$ cat src/rtl/qsic_pkg.sv
// Shared definitions for the QBUS slave cycle sequencer: FSM states,
// the read-setup counter width and the DATOB byte-lane merge.
package qsic_pkg;

   localparam int unsigned DS_W = 4;

   typedef enum logic [2:0] {
      IDLE,
      DECODE,
      IGNORE,
      WAIT_DATA,
      READ,
      WRITE,
      RMW,
      HOLD
   } qsic_state_e;

   // hi=1 replaces the upper byte lane, hi=0 the lower one
   function automatic logic [15:0] merge_byte(input logic [15:0] cur,
                                              input logic [15:0] din,
                                              input logic        hi);
      merge_byte = hi ? {din[15:8], cur[7:0]} : {cur[15:8], din[7:0]};
   endfunction

endpackage

$ cat src/rtl/qbus_reg_slave_if.sv
// QBUS-side signals of the register slave, as seen after the transceivers.
interface qbus_reg_slave_if;
   logic        bsync;
   logic        bdin;
   logic        bdout;
   logic        bwtbt;
   logic [21:0] adr_lat;
   logic        bs7_lat;
   logic [15:0] dal_in;
   logic        brply;
   logic [15:0] dal_out;
   logic        dal_oe;

   modport master (
      output bsync, bdin, bdout, bwtbt, adr_lat, bs7_lat, dal_in,
      input  brply, dal_out, dal_oe
   );

   modport slave (
      input  bsync, bdin, bdout, bwtbt, adr_lat, bs7_lat, dal_in,
      output brply, dal_out, dal_oe
   );
endinterface

$ cat src/rtl/qbus_reg_slave_sync_bit.sv
// Multi-stage synchronizer for one asynchronous control input, with a
// selectable reset value.
module sync_bit #(
   parameter int unsigned STAGES    = 2,
   parameter logic        RESET_VAL = 1'b0
) (
   input  logic clk,
   input  logic reset_n,
   input  logic d,
   output logic q
);

   logic [STAGES-1:0] ff;

   always_ff @(posedge clk or negedge reset_n) begin
      if (!reset_n) begin
         ff <= {STAGES{RESET_VAL}};
      end else begin
         ff[0] <= d;
         for (int unsigned i = 1; i < STAGES; i++) begin
            ff[i] <= ff[i-1];
         end
      end
   end

   assign q = ff[STAGES-1];

endmodule

$ cat src/rtl/qbus_reg_slave.sv
// QBUS slave cycle sequencer: turns SYNC/DIN/DOUT/WTBT bus cycles into a
// single-cycle register interface and generates RPLY and the DAL read drive.
module qbus_reg_slave
   import qsic_pkg::*;
#(
   parameter int unsigned SYNC_STAGES = 2,
   parameter int unsigned DATA_SETUP  = 1
) (
   input  logic                   clk,
   input  logic                   reset_n,
   qbus_reg_slave_if.slave        bus,
   output logic [12:0]            reg_addr,
   output logic                   reg_bs7,
   input  logic                   reg_addr_match,
   input  logic [15:0]            reg_rdata,
   output logic [15:0]            reg_wdata,
   output logic                   reg_write
);

   localparam logic [DS_W-1:0] CNT_INIT = DS_W'(DATA_SETUP - 1);

   qsic_state_e     state;
   logic [DS_W-1:0] cnt;
   logic            s_sync, s_din, s_dout, s_wtbt;
   logic            sync_q;

   // SYNC resets high so a cycle already in progress at reset release is
   // never mistaken for a fresh SYNC rise.
   sync_bit #(.STAGES(SYNC_STAGES), .RESET_VAL(1'b1)) u_sync_sync (
      .clk(clk), .reset_n(reset_n), .d(bus.bsync), .q(s_sync)
   );
   sync_bit #(.STAGES(SYNC_STAGES), .RESET_VAL(1'b0)) u_sync_din (
      .clk(clk), .reset_n(reset_n), .d(bus.bdin), .q(s_din)
   );
   sync_bit #(.STAGES(SYNC_STAGES), .RESET_VAL(1'b0)) u_sync_dout (
      .clk(clk), .reset_n(reset_n), .d(bus.bdout), .q(s_dout)
   );
   sync_bit #(.STAGES(SYNC_STAGES), .RESET_VAL(1'b0)) u_sync_wtbt (
      .clk(clk), .reset_n(reset_n), .d(bus.bwtbt), .q(s_wtbt)
   );

   always_ff @(posedge clk or negedge reset_n) begin
      if (!reset_n) begin
         state       <= IDLE;
         sync_q      <= 1'b1;
         cnt         <= '0;
         bus.brply   <= 1'b0;
         bus.dal_oe  <= 1'b0;
         bus.dal_out <= '0;
         reg_write   <= 1'b0;
         reg_wdata   <= '0;
         reg_addr    <= '0;
         reg_bs7     <= 1'b0;
      end else begin
         sync_q    <= s_sync;
         reg_write <= 1'b0;
         case (state)
            IDLE: begin
               if (s_sync) begin
                  if (sync_q) begin
                     state <= IGNORE;
                  end else begin
                     reg_addr <= bus.adr_lat[12:0];
                     reg_bs7  <= bus.bs7_lat;
                     state    <= DECODE;
                  end
               end
            end
            DECODE: state <= reg_addr_match ? WAIT_DATA : IGNORE;
            IGNORE: if (!s_sync) state <= IDLE;
            WAIT_DATA: begin
               if (!s_sync) begin
                  state <= IDLE;
               end else if (s_din && s_dout) begin
                  state <= IGNORE;
               end else if (s_din) begin
                  // read data is launched on entry so dal_oe leads brply by DATA_SETUP
                  bus.dal_out <= reg_rdata;
                  bus.dal_oe  <= 1'b1;
                  cnt         <= CNT_INIT;
                  state       <= READ;
               end else if (s_dout) begin
                  if (s_wtbt) begin
                     state <= RMW;
                  end else begin
                     reg_wdata <= bus.dal_in;
                     reg_write <= 1'b1;
                     bus.brply <= 1'b1;
                     state     <= WRITE;
                  end
               end
            end
            READ: begin
               if (!s_sync) begin
                  bus.dal_oe <= 1'b0;
                  state      <= IDLE;
               end else if (cnt == '0) begin
                  bus.brply <= 1'b1;
                  state     <= HOLD;
               end else begin
                  cnt <= cnt - 1'b1;
               end
            end
            RMW: begin
               reg_wdata <= merge_byte(reg_rdata, bus.dal_in, reg_addr[0]);
               reg_write <= 1'b1;
               bus.brply <= 1'b1;
               state     <= WRITE;
            end
            WRITE: state <= HOLD;
            HOLD: begin
               if (!s_sync) begin
                  bus.brply  <= 1'b0;
                  bus.dal_oe <= 1'b0;
                  state      <= IDLE;
               end else if (!s_din && !s_dout) begin
                  bus.brply  <= 1'b0;
                  bus.dal_oe <= 1'b0;
                  state      <= WAIT_DATA;
               end
            end
            default: state <= IDLE;
         endcase
      end
   end

endmodule

$ cat src/flat_wrapper.sv
// flat-port wrapper written by rule: the top's interface ports become plain ports
module qbus_reg_slave_flat import qsic_pkg::*;
#(
   parameter int unsigned SYNC_STAGES = 2,
   parameter int unsigned DATA_SETUP  = 1
)
  (clk, reset_n, reg_addr, reg_bs7, reg_addr_match, reg_rdata, reg_wdata, reg_write, bus_bsync, bus_bdin, bus_bdout, bus_bwtbt, bus_adr_lat, bus_bs7_lat, bus_dal_in, bus_brply, bus_dal_out, bus_dal_oe);
  qbus_reg_slave_if bus_i ();
  input  logic clk;
  input  logic reset_n;
  output logic [12:0] reg_addr;
  output logic reg_bs7;
  input  logic reg_addr_match;
  input  logic [15:0] reg_rdata;
  output logic [15:0] reg_wdata;
  output logic reg_write;
  input wire logic [$bits(bus_i.bsync)-1:0] bus_bsync;
  input wire logic [$bits(bus_i.bdin)-1:0] bus_bdin;
  input wire logic [$bits(bus_i.bdout)-1:0] bus_bdout;
  input wire logic [$bits(bus_i.bwtbt)-1:0] bus_bwtbt;
  input wire logic [$bits(bus_i.adr_lat)-1:0] bus_adr_lat;
  input wire logic [$bits(bus_i.bs7_lat)-1:0] bus_bs7_lat;
  input wire logic [$bits(bus_i.dal_in)-1:0] bus_dal_in;
  output wire logic [$bits(bus_i.brply)-1:0] bus_brply;
  output wire logic [$bits(bus_i.dal_out)-1:0] bus_dal_out;
  output wire logic [$bits(bus_i.dal_oe)-1:0] bus_dal_oe;
  assign bus_i.bsync = bus_bsync;
  assign bus_i.bdin = bus_bdin;
  assign bus_i.bdout = bus_bdout;
  assign bus_i.bwtbt = bus_bwtbt;
  assign bus_i.adr_lat = bus_adr_lat;
  assign bus_i.bs7_lat = bus_bs7_lat;
  assign bus_i.dal_in = bus_dal_in;
  assign bus_brply = bus_i.brply;
  assign bus_dal_out = bus_i.dal_out;
  assign bus_dal_oe = bus_i.dal_oe;
  qbus_reg_slave #(.SYNC_STAGES(SYNC_STAGES), .DATA_SETUP(DATA_SETUP)) u_core (.clk(clk), .reset_n(reset_n), .bus(bus_i), .reg_addr(reg_addr), .reg_bs7(reg_bs7), .reg_addr_match(reg_addr_match), .reg_rdata(reg_rdata), .reg_wdata(reg_wdata), .reg_write(reg_write));
endmodule
$ cat config.mk
export PLATFORM = sky130hd
export DESIGN_NAME = qbus_reg_slave_flat
export DESIGN_NICKNAME = d
export VERILOG_FILES = /design/src/rtl/qsic_pkg.sv /design/src/rtl/qbus_reg_slave_if.sv /design/src/rtl/qbus_reg_slave_sync_bit.sv /design/src/rtl/qbus_reg_slave.sv /design/src/flat_wrapper.sv
export SDC_FILE = /design/constraint.sdc
export NUM_CORES = 1
export LEC_CHECK = 0
export ABC_AREA = 1
export CAP_MARGIN = 20
export CORE_MARGIN = 2
export CORE_UTILIZATION = 40
export CTS_CLUSTER_SIZE = 8
export DETAILED_ROUTE_END_ITERATION = 16
export DONT_BUFFER_PORTS = 1
export GPL_TIMING_DRIVEN = 0
export PLACE_DENSITY = 0.56
export SLEW_MARGIN = 20
export SYNTH_ARGS = -nofsm -noshare
export SYNTH_HDL_FRONTEND = slang
export SYNTH_SLANG_ARGS = --single-unit
export TNS_END_PERCENT = 1
$ cat constraint.sdc
create_clock -name clk -period 2.6 [get_ports clk]
set_input_delay 0.78 -clock clk [delete_from_list [all_inputs] [get_ports clk]]
set_output_delay 0.78 -clock clk [all_outputs]
set_load 0.05 [all_outputs]
== Word level (Yosys, flattened, before mapping) ==
Index checks and enable logic that the tools add are counted.

* Mux-type cells: 48
* Equality and inequality tests: 22
* Bitwise operators: 2
* Add/sub/neg operators: 1
* Reduce and logical (&&, ||, !) cells: 17

{| class="wikitable"
|+ Operators by type and width
! cell !! number
|-
| $mux 16 || 6
|-
| $pmux 16 s2 || 1
|-
| $mux 3 || 10
|-
| $pmux 3 s8 || 1
|-
| $ne 2x2->1 const B || 11
|-
| $mux 4 || 5
|-
| $mux 1 || 19
|-
| $reduce_and 6->1 || 3
|-
| $eq 3x3->1 const B || 4
|-
| $reduce_and 9->1 || 1
|-
| $pmux 4 s2 || 1
|-
| $eq 3x2->1 const B || 2
|-
| $ne 3x2->1 const B || 2
|-
| $ne 5x4->1 const B || 1
|-
| $reduce_and 5->1 || 1
|-
| $logic_not 4->1 || 1
|-
| $mux 2 || 2
|-
| $pmux 1 s4 || 1
|-
| $reduce_and 4->1 || 1
|-
| $reduce_bool 2->1 || 2
|-
| $reduce_bool 4->1 || 1
|-
| $sub 4x1->4 const B || 1
|-
| $eq 3x1->1 const B || 1
|-
| $logic_not 3->1 || 1
|-
| 8 further kinds || 11
|}

* Logic and storage cells: 104
* Input bits: 62
* Register bits: 65
* Output and inout bits: 49

== Longest topological paths before layout ==
* Word-level depth: 6
* Depth in mapped cells: 10
* Mapped depth without buffers: 9

== Modules after synthesis ==
A second synthesis with hierarchy kept.

* Cell total of the unflattened synthesis: 311
* Area, all modules: 3136.8 um^2

{| class="wikitable"
|+ Modules (own cells, without submodules)
! module !! seq. area each (um^2) !! instances !! area an instance (um^2) !! cells an instance
|-
| qbus_reg_slave || 1427.6 || 1 || 2934.1 || 303
|-
| sync_bit (u_core.u_sync_din ...) || 50.0 || 3 || 50.0 || 2
|-
| sync_bit (u_core.u_sync_sync) || 52.6 || 1 || 52.6 || 2
|}

== Worst setup path after synthesis ==
No wires, ideal clock.

* Kind: flip-flop to flip-flop
* From: register u_core.reg_addr[0]
* To: register u_core.reg_wdata[6]
* Path slack: 1.064 ns
* Arrival: 1.413 ns
* Buffers on the path: 1
* Library setup time: 0.123 ns
* Clock period less this slack: 1.536 ns
* Cell stages (with the launch flop): 7
* Data required time: 2.477 ns
* Cells stage by stage: dfrtp_1 -> inv_1 -> nor2_4 -> buf_2 -> nand2_1 -> o21ai_0 -> o21ai_2

* Word-level cells in the longest chain between the ends: 2

{| class="wikitable"
|+ Ends and longest elaborated chain
! item !! line !! text
|-
| start: declaration || qbus_reg_slave.sv:12 || <nowiki>output logic [12:0] reg_addr,</nowiki>
|-
| start signal: assignment || qbus_reg_slave.sv:63 || <nowiki>reg_addr <= bus.adr_lat[12:0];</nowiki>
|-
| $mux 16 || qsic_pkg.sv:22 || <nowiki>merge_byte = hi ? {din[15:8], cur[7:0]} : {cur[15:8], din[7:0]};</nowiki>
|-
| $pmux 16 s2 || qbus_reg_slave.sv:57 || <nowiki>case (state)</nowiki>
|-
| end signal: assignment || qbus_reg_slave.sv:86 || <nowiki>reg_wdata <= bus.dal_in;</nowiki>
|-
| end signal: assignment || qbus_reg_slave.sv:105 || <nowiki>reg_wdata <= merge_byte(reg_rdata, bus.dal_in, reg_addr[0]);</nowiki>
|-
| end: declaration || qbus_reg_slave.sv:16 || <nowiki>output logic [15:0] reg_wdata,</nowiki>
|}

No other way between the ends.
A chain may end at the register's enable or synchronous reset.

== Worst setup path after layout ==
* From: register u_core.reg_addr[0]
* To: output port reg_addr[0]

{| class="wikitable"
|+ RTL lines
! item !! line !! text
|-
| end: declaration || flat_wrapper.sv:11 || <nowiki>output logic [12:0] reg_addr;</nowiki>
|}

No word-level cell between the ends.

==> metrics.md <==
| Metric | Value |
|---|---|
| DRC viols | `0` |
| Remaining Overflow, GRT | `0` |
| Share of flip-flops with an asynchronous set or reset | `100%` |
| Seq/Total Area, Yosys | `52.9%` |
| Clock sinks | `65` |
| Sw power | `2.60 mW` |
| Crit start category | `register` |
| Status | `complete, no violations` |
| Pin count of the biggest net entering global routing | `66` |
| Pwr Density | `1450 nW/um^2` |
| Synth cell types | `31` |
| DRT Pass-1 Iters | `4` |
| Fin crit share | `between 60% and 70%` |
| Post-synthesis cell area | `3080 sq um` |
| RSZ-0062 raised after global routing | `no` |
| Placer Congestion | `0.866` |
| Top Ports | `roughly 110` |
| Global-route wire length before repair | `roughly 11000 um` |
| Switching share of power | `about 52%` |
| VDD IR max | `around 0.63 mV` |
| EDFF count, synth | `0` |
| H-tree levels | `3` |
| Worst hold path class | `input pin to async pin` |
| FF-to-FF setup slack | `roughly 800 ps` |
| Power Internal | `approximately 2.4 mW` |
| Overall Power | `4.96 mW` |
| Final setup viols | `0` |
| Gate power share | `approximately a fifth` |
| Hold Vio Cnt, Final | `0` |
| Setup bufs post-CTS | `0` |
| Wire per inst | `14.2 um` |
| Post-DP HPWL | `around 5000 um` |
| Total of max-cap violations | `0` |
| Routed vias/inst | `~5` |
| Kind of critical path | `register to output port` |
| DRT antenna net count | `0` |
| Rows | `31` |
| Syn-to-layout area delta | `11.2%` |
| Initial DRC Count | `about 170` |
| CP arrival | `between 1000 and 1500 ps` |
| Yosys reg bits | `65` |
| Top FF cell, synth | `dfrtp_1` |
| Port Buffers | `0` |
| Initial Util | `roughly two fifths` |
| Die W | `between 90 and 100 um` |
| CTS tree | `built` |
| Max Clock Skew | `7.92 ps` |
| CP max FO | `3` |
| Mean Syn Cell Area | `8.63 sq um` |
| Mapped Cells | `about 360` |
| Commonest non-fill, non-tap cell in the layout | `nand2_1` |
| Post-CTS resize count | `0` |
| Total GRT Usage | `17.0%` |
| Share of layout cells above drive strength 1 | `roughly 15%` |
| Worst slew pin tran | `slightly below 600 ps` |
| Clock share of power | `a little under a fifth` |
| Final Critical Period | `between 1500 and 2000 ps` |
| Synth top area share | `about half` |
| # hold bufs at CTS | `0` |
| Rel. slew slack | `between 60 and 70%` |
| Syn Nets | `421` |
| CTS root buf | `clkbuf_8` |
| Setup_tns | `0 ps` |
| Nets@finish | `~430` |
| Worst-path clk slew | `approximately 70 ps` |
| Leakage | `1.74 nW` |
| Vias in the first global route | `roughly 2300` |
| Flop pwr share | `61.4%` |
| Synth area leader | `dfrtp_1` |
| Antenna cells | `0` |
| Slew Viols, Final | `0` |
| Clock latency at the later pin of the worst-skew pair | `330 ps` |
| Critical Path End Type | `output port` |
| FILL cells | `745` |
| Die Ht | `between 90 and 100 um` |
| Drt total wl | `around 6700 um` |
| Via Count | `2306` |
| Most frequent cells in the layout | `110 x nand2_1, 62 x dfrtp_1, 43 x inv_1, 28 x o21ai_0, 21 x nor2_1` |
| Top post-synthesis cells by area | `dfrtp_1 50%, nand2_1 13%, inv_1 5.2%, o21ai_0 4.5%, dfstp_2 2.6%` |
| Cts bufs inserted | `9` |
| Clock buffer depth | `2` |
| Worst Path Required | `between 1500 and 2000 ps` |
| Die area | `approximately 8400 sq um` |
| Fmax | `550 MHz` |
| Initial antenna violation count | `0` |
| Syn. warnings | `0` |
| Core region area | `between 7000 and 8000 sq um` |
## flip-flops by register name, indices dropped and copies added, names as in the netlist
register	count
u_core.reg_wdata	16
u_core.bus.brply	1
u_core.cnt	4
u_core.reg_addr	13
u_core.u_sync_din.ff	2
u_core.state	3
u_core.u_sync_sync.ff	2
u_core.u_sync_wtbt.ff	2
u_core.reg_bs7	1
u_core.u_sync_dout.ff	2
u_core.bus.dal_oe	1
u_core.reg_write	1
u_core.bus.dal_out	16
u_core.sync_q	1
## layout make-up
class                      count  area [sq um]  area share [%]
buffer                        14           119            3.47
inverter                      47           184            5.37
sequential                    65          1630            47.6
clock inverter                 5          78.8            2.30
multi-input combinational    231          1150            33.5
clock buffer                  11           141            4.13
tap                           99           124            3.62
## per-layer routing
metal	global-route usage [%]	vias up	part of all wire [%]
li1	-	1145	-
met1	23.0	1052	44
met2	24.3	96	45
met3	6.00	13	9.3
met4	7.84	0	1.6
met5	0	-	0
## power by group through the flow
stage / Combinational (mW) / Clock, mW / Sequential (mW)
after floorplan: 0.813 / 0 / 2.98
after global placement: 0.942 / 0 / 3.08
after detailed placement: 0.974 / 0 / 3.07
after CTS: 0.971 / 0.974 / 3.06
after global routing: 1.14 / 1.02 / 3.11
final: 0.963 / 0.951 / 3.05
## per-stage QoR
step	area, sq um	worst slack (ps)	util (%)	hold slack (ps)	std cells
after floorplan	3080	1060	-	331	357
after global placement	3200	820	43.5	332	456
after detailed placement	3200	796	43.5	344	456
after CTS	3420	761	46.5	121	472
after global routing	3420	579	46.5	116	472
final	3420	781	46.5	141	472
## synthesized netlist by cell type (2+ instances only)
cell	number
nand2_1	110
dfrtp_1	62
inv_1	43
o21ai_0	28
nor2_1	21
o21ai_1	13
nand3_1	12
o211ai_1	8
o21ai_2	8
buf_6	6
nand2_2	5
a21oi_1	4
buf_2	4
nand4_1	4
clkbuf_1	3
dfstp_2	3
nor2_4	3
ha_1	2
inv_2	2
nand3_2	2
nand3_4	2
nand3b_1	2
xor2_1	2
## worst paths after layout
kind	to	depth (start not counted)	start
max	reg_addr[0]	0	u_core.reg_addr[0]$_DFFE_PN0P_
min	u_core.u_sync_dout.ff[1]$_DFF_PN0_	0	reset_n
max reg2reg	u_core.bus.dal_out[9]$_DFFE_PN0P_	7	u_core.u_sync_sync.ff[1]$_DFF_PN1_
min reg2reg	u_core.u_sync_din.ff[1]$_DFF_PN0_	0	u_core.u_sync_din.ff[0]$_DFF_PN0_
max in group asynchronous	u_core.sync_q$_DFF_PN1_	0	reset_n
min in group clk	u_core.u_sync_din.ff[1]$_DFF_PN0_	0	u_core.u_sync_din.ff[0]$_DFF_PN0_
## logic make-up after synthesis
logic type	Yosys count	share of synthesized area, %
buf+inv	61	9.83
simple gates	165	24.0
compound gates	62	11.8
flops	65	52.9
fa+ha+maj	2	0.812
xor+xnor	2	0.569
Power figures use the tool's default switching activity.
